### src/rtl/ifu_fetch_responder.sv
// ifu_fetch_responder
// Memory-side responder for the instruction fetch unit. Takes one fetch PC at
// a time, checks alignment and range, reads the 64-bit instruction SRAM after
// WAIT_CYCLES wait states and returns the selected 32-bit word on a
// valid/ready response channel. A flush drops whatever fetch is in flight.
//
// Optional feature: define IFU_FETCH_PERF_EN to add the perf_fetch_cnt and
// perf_stall_cnt performance counters.
module ifu_fetch_responder #(
    parameter logic [63:0] BASE_ADDR   = 64'h0000_0000_8000_0000,
    parameter int unsigned MEM_BYTES   = 65536,
    parameter int unsigned WAIT_CYCLES = 1
) (
    input  logic                           clk,
    input  logic                           rst_n,
    input  logic                           req_valid,
    output logic                           req_ready,
    input  logic [63:0]                    req_addr,
    input  logic                           flush,
    output logic                           resp_valid,
    input  logic                           resp_ready,
    output logic [31:0]                    resp_inst,
    output logic [63:0]                    resp_pc,
    output logic [1:0]                     resp_err,
    output logic                           sram_en,
    output logic [$clog2(MEM_BYTES)-1:0]   sram_addr,
    input  logic [63:0]                    sram_rdata
`ifdef IFU_FETCH_PERF_EN
    ,
    output logic [63:0]                    perf_fetch_cnt,
    output logic [63:0]                    perf_stall_cnt
`endif
);

    localparam int          AW        = $clog2(MEM_BYTES);
    localparam logic [31:0] NOP_INST  = 32'h0000_0013;   // addi x0, x0, 0
    localparam logic [3:0]  WAIT_INIT = 4'(WAIT_CYCLES);
    localparam logic [AW-1:0] WORD_MASK = ~AW'(7);

    typedef enum logic [1:0] {
        ERR_OK         = 2'b00,
        ERR_MISALIGNED = 2'b01,
        ERR_FAULT      = 2'b10
    } err_t;

    typedef enum logic [2:0] {
        S_IDLE,
        S_WAIT,
        S_RD,
        S_CAP,
        S_RESP
    } state_t;

    state_t      state;
    logic [3:0]  wait_cnt;

    logic [63:0] req_off;
    logic        req_misaligned;
    logic        req_fault;
    logic        accept;
    logic        resp_fire;

    // Offset wraps modulo 2^64, so PCs below BASE_ADDR land far above MEM_BYTES.
    assign req_off        = req_addr - BASE_ADDR;
    assign req_misaligned = (req_addr[1:0] != 2'b00);
    assign req_fault      = (req_off >= 64'(MEM_BYTES));

    // Only one fetch in flight; a flush in IDLE also holds off the next accept.
    assign req_ready = (state == S_IDLE) && !flush;
    assign accept    = req_valid && req_ready;
    assign resp_fire = resp_valid && resp_ready;

    // Fetch sequencer: all response and SRAM-side outputs are registered here.
    always_ff @(posedge clk or negedge rst_n) begin
        if (!rst_n) begin
            state      <= S_IDLE;
            wait_cnt   <= 4'd0;
            resp_valid <= 1'b0;
            resp_inst  <= 32'd0;
            resp_pc    <= 64'd0;
            resp_err   <= ERR_OK;
            sram_en    <= 1'b0;
            sram_addr  <= '0;
        end else begin
            // NOTE: sequential state uses non-blocking assignments only; this
            // default makes sram_en a single-cycle strobe without extra terms.
            sram_en <= 1'b0;
            case (state)
                S_IDLE: begin
                    if (accept) begin
                        // resp_pc doubles as the internal PC register.
                        resp_pc <= req_addr;
                        if (req_misaligned) begin
                            resp_inst  <= NOP_INST;
                            resp_err   <= ERR_MISALIGNED;
                            resp_valid <= 1'b1;
                            state      <= S_RESP;
                        end else if (req_fault) begin
                            resp_inst  <= NOP_INST;
                            resp_err   <= ERR_FAULT;
                            resp_valid <= 1'b1;
                            state      <= S_RESP;
                        end else begin
                            // Address is set up early and held through RD.
                            sram_addr <= req_off[AW-1:0] & WORD_MASK;
                            wait_cnt  <= WAIT_INIT;
                            if (WAIT_CYCLES > 0) begin
                                state <= S_WAIT;
                            end else begin
                                sram_en <= 1'b1;
                                state   <= S_RD;
                            end
                        end
                    end
                end
                S_WAIT: begin
                    wait_cnt <= wait_cnt - 4'd1;
                    if (flush) begin
                        wait_cnt <= 4'd0;
                        state    <= S_IDLE;
                    end else if (wait_cnt == 4'd1) begin
                        sram_en <= 1'b1;
                        state   <= S_RD;
                    end
                end
                S_RD: begin
                    // A read already issued is harmless; its data is simply ignored.
                    state <= flush ? S_IDLE : S_CAP;
                end
                S_CAP: begin
                    if (flush) begin
                        state <= S_IDLE;
                    end else begin
                        resp_inst  <= resp_pc[2] ? sram_rdata[63:32] : sram_rdata[31:0];
                        resp_err   <= ERR_OK;
                        resp_valid <= 1'b1;
                        state      <= S_RESP;
                    end
                end
                S_RESP: begin
                    // Handshake and flush both retire the response.
                    if (resp_ready || flush) begin
                        resp_valid <= 1'b0;
                        state      <= S_IDLE;
                    end
                end
                default: begin
                    resp_valid <= 1'b0;
                    state      <= S_IDLE;
                end
            endcase
        end
    end

`ifdef IFU_FETCH_PERF_EN
    // Performance counters: completed responses and back-pressured cycles.
    always_ff @(posedge clk or negedge rst_n) begin
        if (!rst_n) begin
            perf_fetch_cnt <= 64'd0;
            perf_stall_cnt <= 64'd0;
        end else begin
            if (resp_fire) begin
                perf_fetch_cnt <= perf_fetch_cnt + 64'd1;
            end
            if (resp_valid && !resp_ready) begin
                perf_stall_cnt <= perf_stall_cnt + 64'd1;
            end
        end
    end
`else
    // Without the counters the handshake strobe has no consumer.
    logic unused_fire;
    assign unused_fire = resp_fire;
`endif

endmodule

### config.mk
export PLATFORM = sky130hd
export DESIGN_NAME = ifu_fetch_responder
export DESIGN_NICKNAME = d
export VERILOG_FILES = /design/src/rtl/ifu_fetch_responder.sv
export SDC_FILE = /design/constraint.sdc
export NUM_CORES = 1
export LEC_CHECK = 0
export CAP_MARGIN = 20
export CORE_UTILIZATION = 45
export CTS_BUF_LIST = sky130_fd_sc_hd__clkbuf_4 sky130_fd_sc_hd__clkbuf_8
export CTS_CLUSTER_SIZE = 30
export DETAILED_ROUTE_END_ITERATION = 16
export DONT_BUFFER_PORTS = 1
export GPL_TIMING_DRIVEN = 0
export SYNTH_ARGS = -nofsm -noshare
export SYNTH_HDL_FRONTEND = slang
export SYNTH_SLANG_ARGS = --single-unit
### constraint.sdc
create_clock -name clk -period 3.01 [get_ports clk]
set_input_delay 0.4515 -clock clk [delete_from_list [all_inputs] [get_ports clk]]
set_output_delay 0.4515 -clock clk [all_outputs]
set_load 0.02 [all_outputs]
Word-level counts from Yosys, hierarchy flattened --
Index checks and enable logic that the tools add are counted.
Cells by class: $add $sub $neg 2, order comparisons 1, equality and inequality tests 12, muxes and demuxes 34, bitwise gates (word level) 3, reductions and logical operators 15
Operators by type and width (count):
- $mux 32 | 5
- $ge 64x17->1 const B | 1
- $pmux 32 s2 | 1
- $sub 64x32->64 const B | 1
- $mux 3 | 7
- $mux 4 | 4
- $pmux 3 s5 | 1
- $reduce_and 4->1 | 3
- $mux 2 | 5
- $ne 2x2->1 const B | 5
- $mux 1 | 8
- $pmux 4 s2 | 1
- $eq 3x2->1 const B | 2
- $ne 3x3->1 const B | 2
- $reduce_bool 2->1 | 3
- $reduce_and 5->1 | 1
- $eq 4x1->1 const B | 1
- $pmux 1 s4 | 1
- $pmux 2 s2 | 1
- $sub 4x1->4 const B | 1
- $eq 3x1->1 const B | 1
- $eq 3x3->1 const B | 1
- $logic_not 3->1 | 1
- $not 1->1 | 3
- other kinds (6) | 7
Storage, ports and cells: register bits 120, input bits 133, output and inout port bits 117, word-level logic and storage cells 75

Logic depth before layout (Yosys ltp) --
word-level depth 6, mapped depth 11, gate-level depth less buffers 9

Least setup slack after synthesis --
No wires, ideal clock.
path kind input-to-reg, start point input port req_addr[45], end point register sram_addr[10], library setup time 0.125 ns, data arrival time 3.601 ns, data required time 2.885 ns, setup slack -0.716 ns, stages 9, path buffers 1, path through or4_1 or4b_4 or4_1 xnor2_1 or4_1 nor4_4 nand3_4 buf_6 mux2_4
On the way: word-level cells in the longest chain between the ends 4
RTL lines:
- start: declaration | RTL line 18 | input logic [63:0] req_addr,
- $sub 64x32->64 | RTL line 64 | assign req_off = req_addr - BASE_ADDR;
- $ge 64x17->1 | RTL line 66 | assign req_fault = (req_off >= 64'(MEM_BYTES));
- $not 1->1 (no source line)
- $reduce_and 4->1 (no source line)
- end signal: assignment | RTL line 105 | sram_addr <= req_off[AW-1:0] & WORD_MASK;
- end: declaration | RTL line 26 | output logic [$clog2(MEM_BYTES)-1:0] sram_addr,
Every way passes these cells. A chain may end at the register's enable or synchronous reset.

Final worst setup path --
start point input port req_addr[45], end point register resp_inst[0]
On the way: word-level cells in the longest chain between the ends 4
RTL lines:
- $sub 64x32->64 | RTL line 64
- $ge 64x17->1 | RTL line 66
- $ne 3x3->1 (no source line)
- $reduce_and 4->1 (no source line)
- end signal: assignment | RTL line 134 | resp_inst <= resp_pc[2] ? sram_rdata[63:32] : sram_rdata[31:0];
- end: declaration | RTL line 22 | output logic [31:0] resp_inst,
Every way passes these cells.

==> metrics.log <==
[metrics] Place WS: -1020 ps
[metrics] RSZ-0062 raised after global routing: true
[metrics] die area: 12800 µm²
[metrics] Core Area: roughly 12000 µm²
[metrics] TritonCTS clock tree: done
[metrics] final hold violation count: 120
[metrics] synthesized flop and latch total: 120
[metrics] layout cells sized above 1: 31.3%
[metrics] Worst Setup Slack, final: -122 ps
[metrics] total power divided by cell area: roughly 660 nW/µm²
[metrics] Final setup viols: 53
[metrics] Slew @ Worst Pin: 772 ps
[metrics] combined global-route utilization of all metal layers: 22.4%
[metrics] grt ovf: 0
[metrics] instance count of the mapped netlist: about 470
[metrics] Post-synth ARST share: 100%
[metrics] WL per Instance: 21.1 µm
[metrics] 1st-iter DRT viols: 137
[metrics] power after layout: 4.33 mW
[metrics] setup skew after layout: 7.44 ps
[metrics] Final Slew Violations: 0
[metrics] top cell type's share of synthesized area: 53.9%
[metrics] data arrival time of the critical path: 3440 ps
[metrics] effective utilization at floorplan: a little under half
[metrics] post-detailed-routing wire length: 13900 µm
[metrics] total of buffers placed on input and output ports: 0
[metrics] via density per instance: 5.90
[metrics] number of clock buffers inserted by TritonCTS: 17
[metrics] Seq/Total Area, Yosys: 53.9%
[metrics] # diodes: 0
[metrics] Total Neg Setup Slack: -3000 ps
[metrics] Post-synth EDFFs: 0
[metrics] Critical Path End Type: register
[metrics] outcome: complete, but fails checks
[metrics] boundary pin count: 250
[metrics] chip width: about 110 µm
[metrics] failing checks: hold timing, setup timing
[metrics] root buf cell: sky130_fd_sc_hd__clkbuf_8
[metrics] number of iterations in the first detailed-routing pass: 4
[metrics] number of distinct library cell variants in the gate-level netlist after synthesis: between 40 and 50
[metrics] post-detail-place hpwl: 9990 µm
[metrics] DRC violation count after routing: 0
[metrics] kind of start point of the critical path: input pin
[metrics] vias in the first global route: 4028
[metrics] Data required, critical path: 3320 ps
[metrics] overall die height: 113 µm
[metrics] average cell area after synthesis: 11.9 µm²
[metrics] worst ir drop on vdd: 392 µV
[metrics] CP Max Fanout: 6
[metrics] leading post-synthesis cells by cell area: sky130_fd_sc_hd__dfrtp_1 54%, sky130_fd_sc_hd__mux2_2 14%, sky130_fd_sc_hd__mux2i_1 5.4%
[metrics] insertion delay of the later-clocked pin in the worst-skew pair: 430 ps
[metrics] via count: between 3000 and 4000
[metrics] wire length of the first global-routing pass: 21500 µm
[metrics] synth warn: 0
[metrics] Leakage Power: 2.83 nW
[metrics] final core utilization: between 50 and 60%
[metrics] slew margin rel.: 48.5%
[metrics] critical path startpoint: req_addr[45]
[metrics] final critical-path required period: about 3100 ps
[metrics] clock tree sinks: 120
[metrics] part of the cycle the worst path needs: 104%
[metrics] CTS clock-pin slew for the worst setup and hold paths: 70 ps
[metrics] path type of the worst min-delay path: in2async
[metrics] most frequently used flop master after synthesis: sky130_fd_sc_hd__dfrtp_1
[metrics] post-synthesis cell area: 5570 µm²
[metrics] maximum clock path buffer count: 2
[metrics] max frequency: between 0.3 and 0.4 GHz
[metrics] worst hold slack across all endpoints: -286 ps
[metrics] Total Nets Final: 637
[metrics] antenna violations before repair: 0
[metrics] Max-Cap Viols: 0
[metrics] CTS H-tree lvls: 4
[metrics] DRT antenna net count: 0
[metrics] final weighted congestion in routability-driven placement: between 0.8 and 0.9
[metrics] largest net degree at the start of global routing: 121
[metrics] startpoint of the worst-slack reg-to-reg timing path: state[0]
[metrics] Std-Cell Rows: 40
[metrics] Area Growth Syn to Fin: 18.5%
[metrics] Crit Path Category: in2reg
[metrics] cell taking the most area after synthesis: sky130_fd_sc_hd__dfrtp_1
## sequential cells by signal, indices dropped and copies added (netlist names)
signal	flops
resp_valid	1
sram_en	1
wait_cnt	4
sram_addr	13
resp_pc	64
resp_inst	32
state	3
resp_err	2
## worst max-delay path, cell delays in order
cell	delay, ps
sky130_fd_sc_hd__or4_4	520
sky130_fd_sc_hd__or4b_4	530
sky130_fd_sc_hd__or4_4	440
sky130_fd_sc_hd__xnor2_2	140
sky130_fd_sc_hd__or4_4	430
sky130_fd_sc_hd__nor4_4	150
sky130_fd_sc_hd__buf_6	150
sky130_fd_sc_hd__buf_12	100
sky130_fd_sc_hd__a31oi_4	150
sky130_fd_sc_hd__buf_6	180
sky130_fd_sc_hd__o22a_1	190
## routing by layer
| layer | vias up | GRT usage, % | share of wire, % |
|---|---|---|---|
| li1 | 1753 | - | - |
| met1 | 1904 | 25.6 | 38 |
| met2 | 202 | 37.1 | 49 |
| met3 | 26 | 8.57 | 10 |
| met4 | 0 | 10.2 | 2.5 |
| met5 | - | 0 | 0 |
## metrics by stage
stage                     cells  instance area [µm²]
after floorplan             469                 5580
after global placement      616                 5770
after detailed placement    617                 5780
after CTS                   658                 6520
after global routing        659                 6600
final                       659                 6600
## where the power goes
part           switching, mW  internal [mW]  total (mW)  leakage, nW
Sequential             0.362           1.79        2.15         1.50
Clock                  0.625           1.11        1.73        0.236
Combinational          0.193          0.249       0.442         1.10
## cells by family after synthesis
| family | synth area share (%) |
|---|---|
| buf+inv | 4.79 |
| other cells | 0.0674 |
| compound gates | 8.56 |
| mux | 21.4 |
| flops | 53.9 |
| fa+ha+maj | 0.674 |
| xor+xnor | 0.787 |
| simple gates | 9.80 |
## cells in the mapped netlist (2+ instances only)
cell                       number
sky130_fd_sc_hd__o22a_1         4
sky130_fd_sc_hd__a31o_2         4
sky130_fd_sc_hd__a21o_1         3
sky130_fd_sc_hd__mux2_4         6
sky130_fd_sc_hd__inv_1         39
sky130_fd_sc_hd__nor3_1        13
sky130_fd_sc_hd__nor2b_1        3
sky130_fd_sc_hd__mux2_2        71
sky130_fd_sc_hd__xnor2_1        4
sky130_fd_sc_hd__o21ai_0        9
sky130_fd_sc_hd__o22ai_1       34
sky130_fd_sc_hd__or3_1          5
sky130_fd_sc_hd__ha_1           3
sky130_fd_sc_hd__nand4b_1       5
sky130_fd_sc_hd__nor4_1         8
sky130_fd_sc_hd__nand2_1       15
sky130_fd_sc_hd__a21oi_1        3
sky130_fd_sc_hd__o211ai_1       2
sky130_fd_sc_hd__nand4_1        6
sky130_fd_sc_hd__nor2_1        18
sky130_fd_sc_hd__clkbuf_1      14
sky130_fd_sc_hd__nand3_1        8
sky130_fd_sc_hd__o31ai_1        3
sky130_fd_sc_hd__or4_1          5
sky130_fd_sc_hd__buf_4          3
sky130_fd_sc_hd__nand2b_1       2
sky130_fd_sc_hd__dfrtp_1      120
sky130_fd_sc_hd__buf_2          3
sky130_fd_sc_hd__mux2i_1       30
sky130_fd_sc_hd__buf_1          5
sky130_fd_sc_hd__a31oi_1        3
## timing repair
item	in CTS	in global routing
endpoints found under the hold margin	120	120
pin swaps	8	3
resized for setup	32	11
buffers inserted	9	1
cloned	2	0
endpoints found under the setup margin	53	54
## worst paths after layout
path                       slack (ps)       endpoint  cells after the start
setup / recovery                 -120   resp_inst[0]                     11
hold / removal                   -290  resp_inst[21]                      0
setup reg to reg                  280    resp_pc[33]                      7
hold reg to reg                   570    wait_cnt[1]                      1
max in group asynchronous        3070    resp_pc[50]                      0
min in group clk                  100       state[1]                      1
## layout by cell type, fill, tap and decap left out, types with 4 or more instances in the layout
cell type / instances
sky130_fd_sc_hd__buf_1: 5
sky130_fd_sc_hd__buf_4: 9
sky130_fd_sc_hd__buf_6: 8
sky130_fd_sc_hd__bufinv_16: 6
sky130_fd_sc_hd__clkbuf_1: 14
sky130_fd_sc_hd__clkbuf_8: 18
sky130_fd_sc_hd__dfrtp_1: 120
sky130_fd_sc_hd__inv_1: 39
sky130_fd_sc_hd__mux2_2: 71
sky130_fd_sc_hd__mux2_4: 6
sky130_fd_sc_hd__mux2i_1: 30
sky130_fd_sc_hd__nand2_1: 15
sky130_fd_sc_hd__nand3_1: 8
sky130_fd_sc_hd__nand4_1: 6
sky130_fd_sc_hd__nand4b_1: 5
sky130_fd_sc_hd__nor2_1: 18
sky130_fd_sc_hd__nor3_1: 12
sky130_fd_sc_hd__nor4_1: 7
sky130_fd_sc_hd__o21ai_0: 9
sky130_fd_sc_hd__o22a_1: 4
sky130_fd_sc_hd__o22ai_1: 18
sky130_fd_sc_hd__o22ai_2: 16
sky130_fd_sc_hd__or3_1: 5
## layout make-up
cell class | count | area [µm²]
Clock inverter | 9 | 198
Fill cell | 1057 | 5410
Inverter | 39 | 146
Tap cell | 147 | 184
Multi-Input combinational cell | 284 | 2500
Buffer | 26 | 148
Timing Repair Buffer | 13 | 149
Clock buffer | 21 | 270
Sequential cell | 120 | 3000
(Power assumes the default switching activity.)
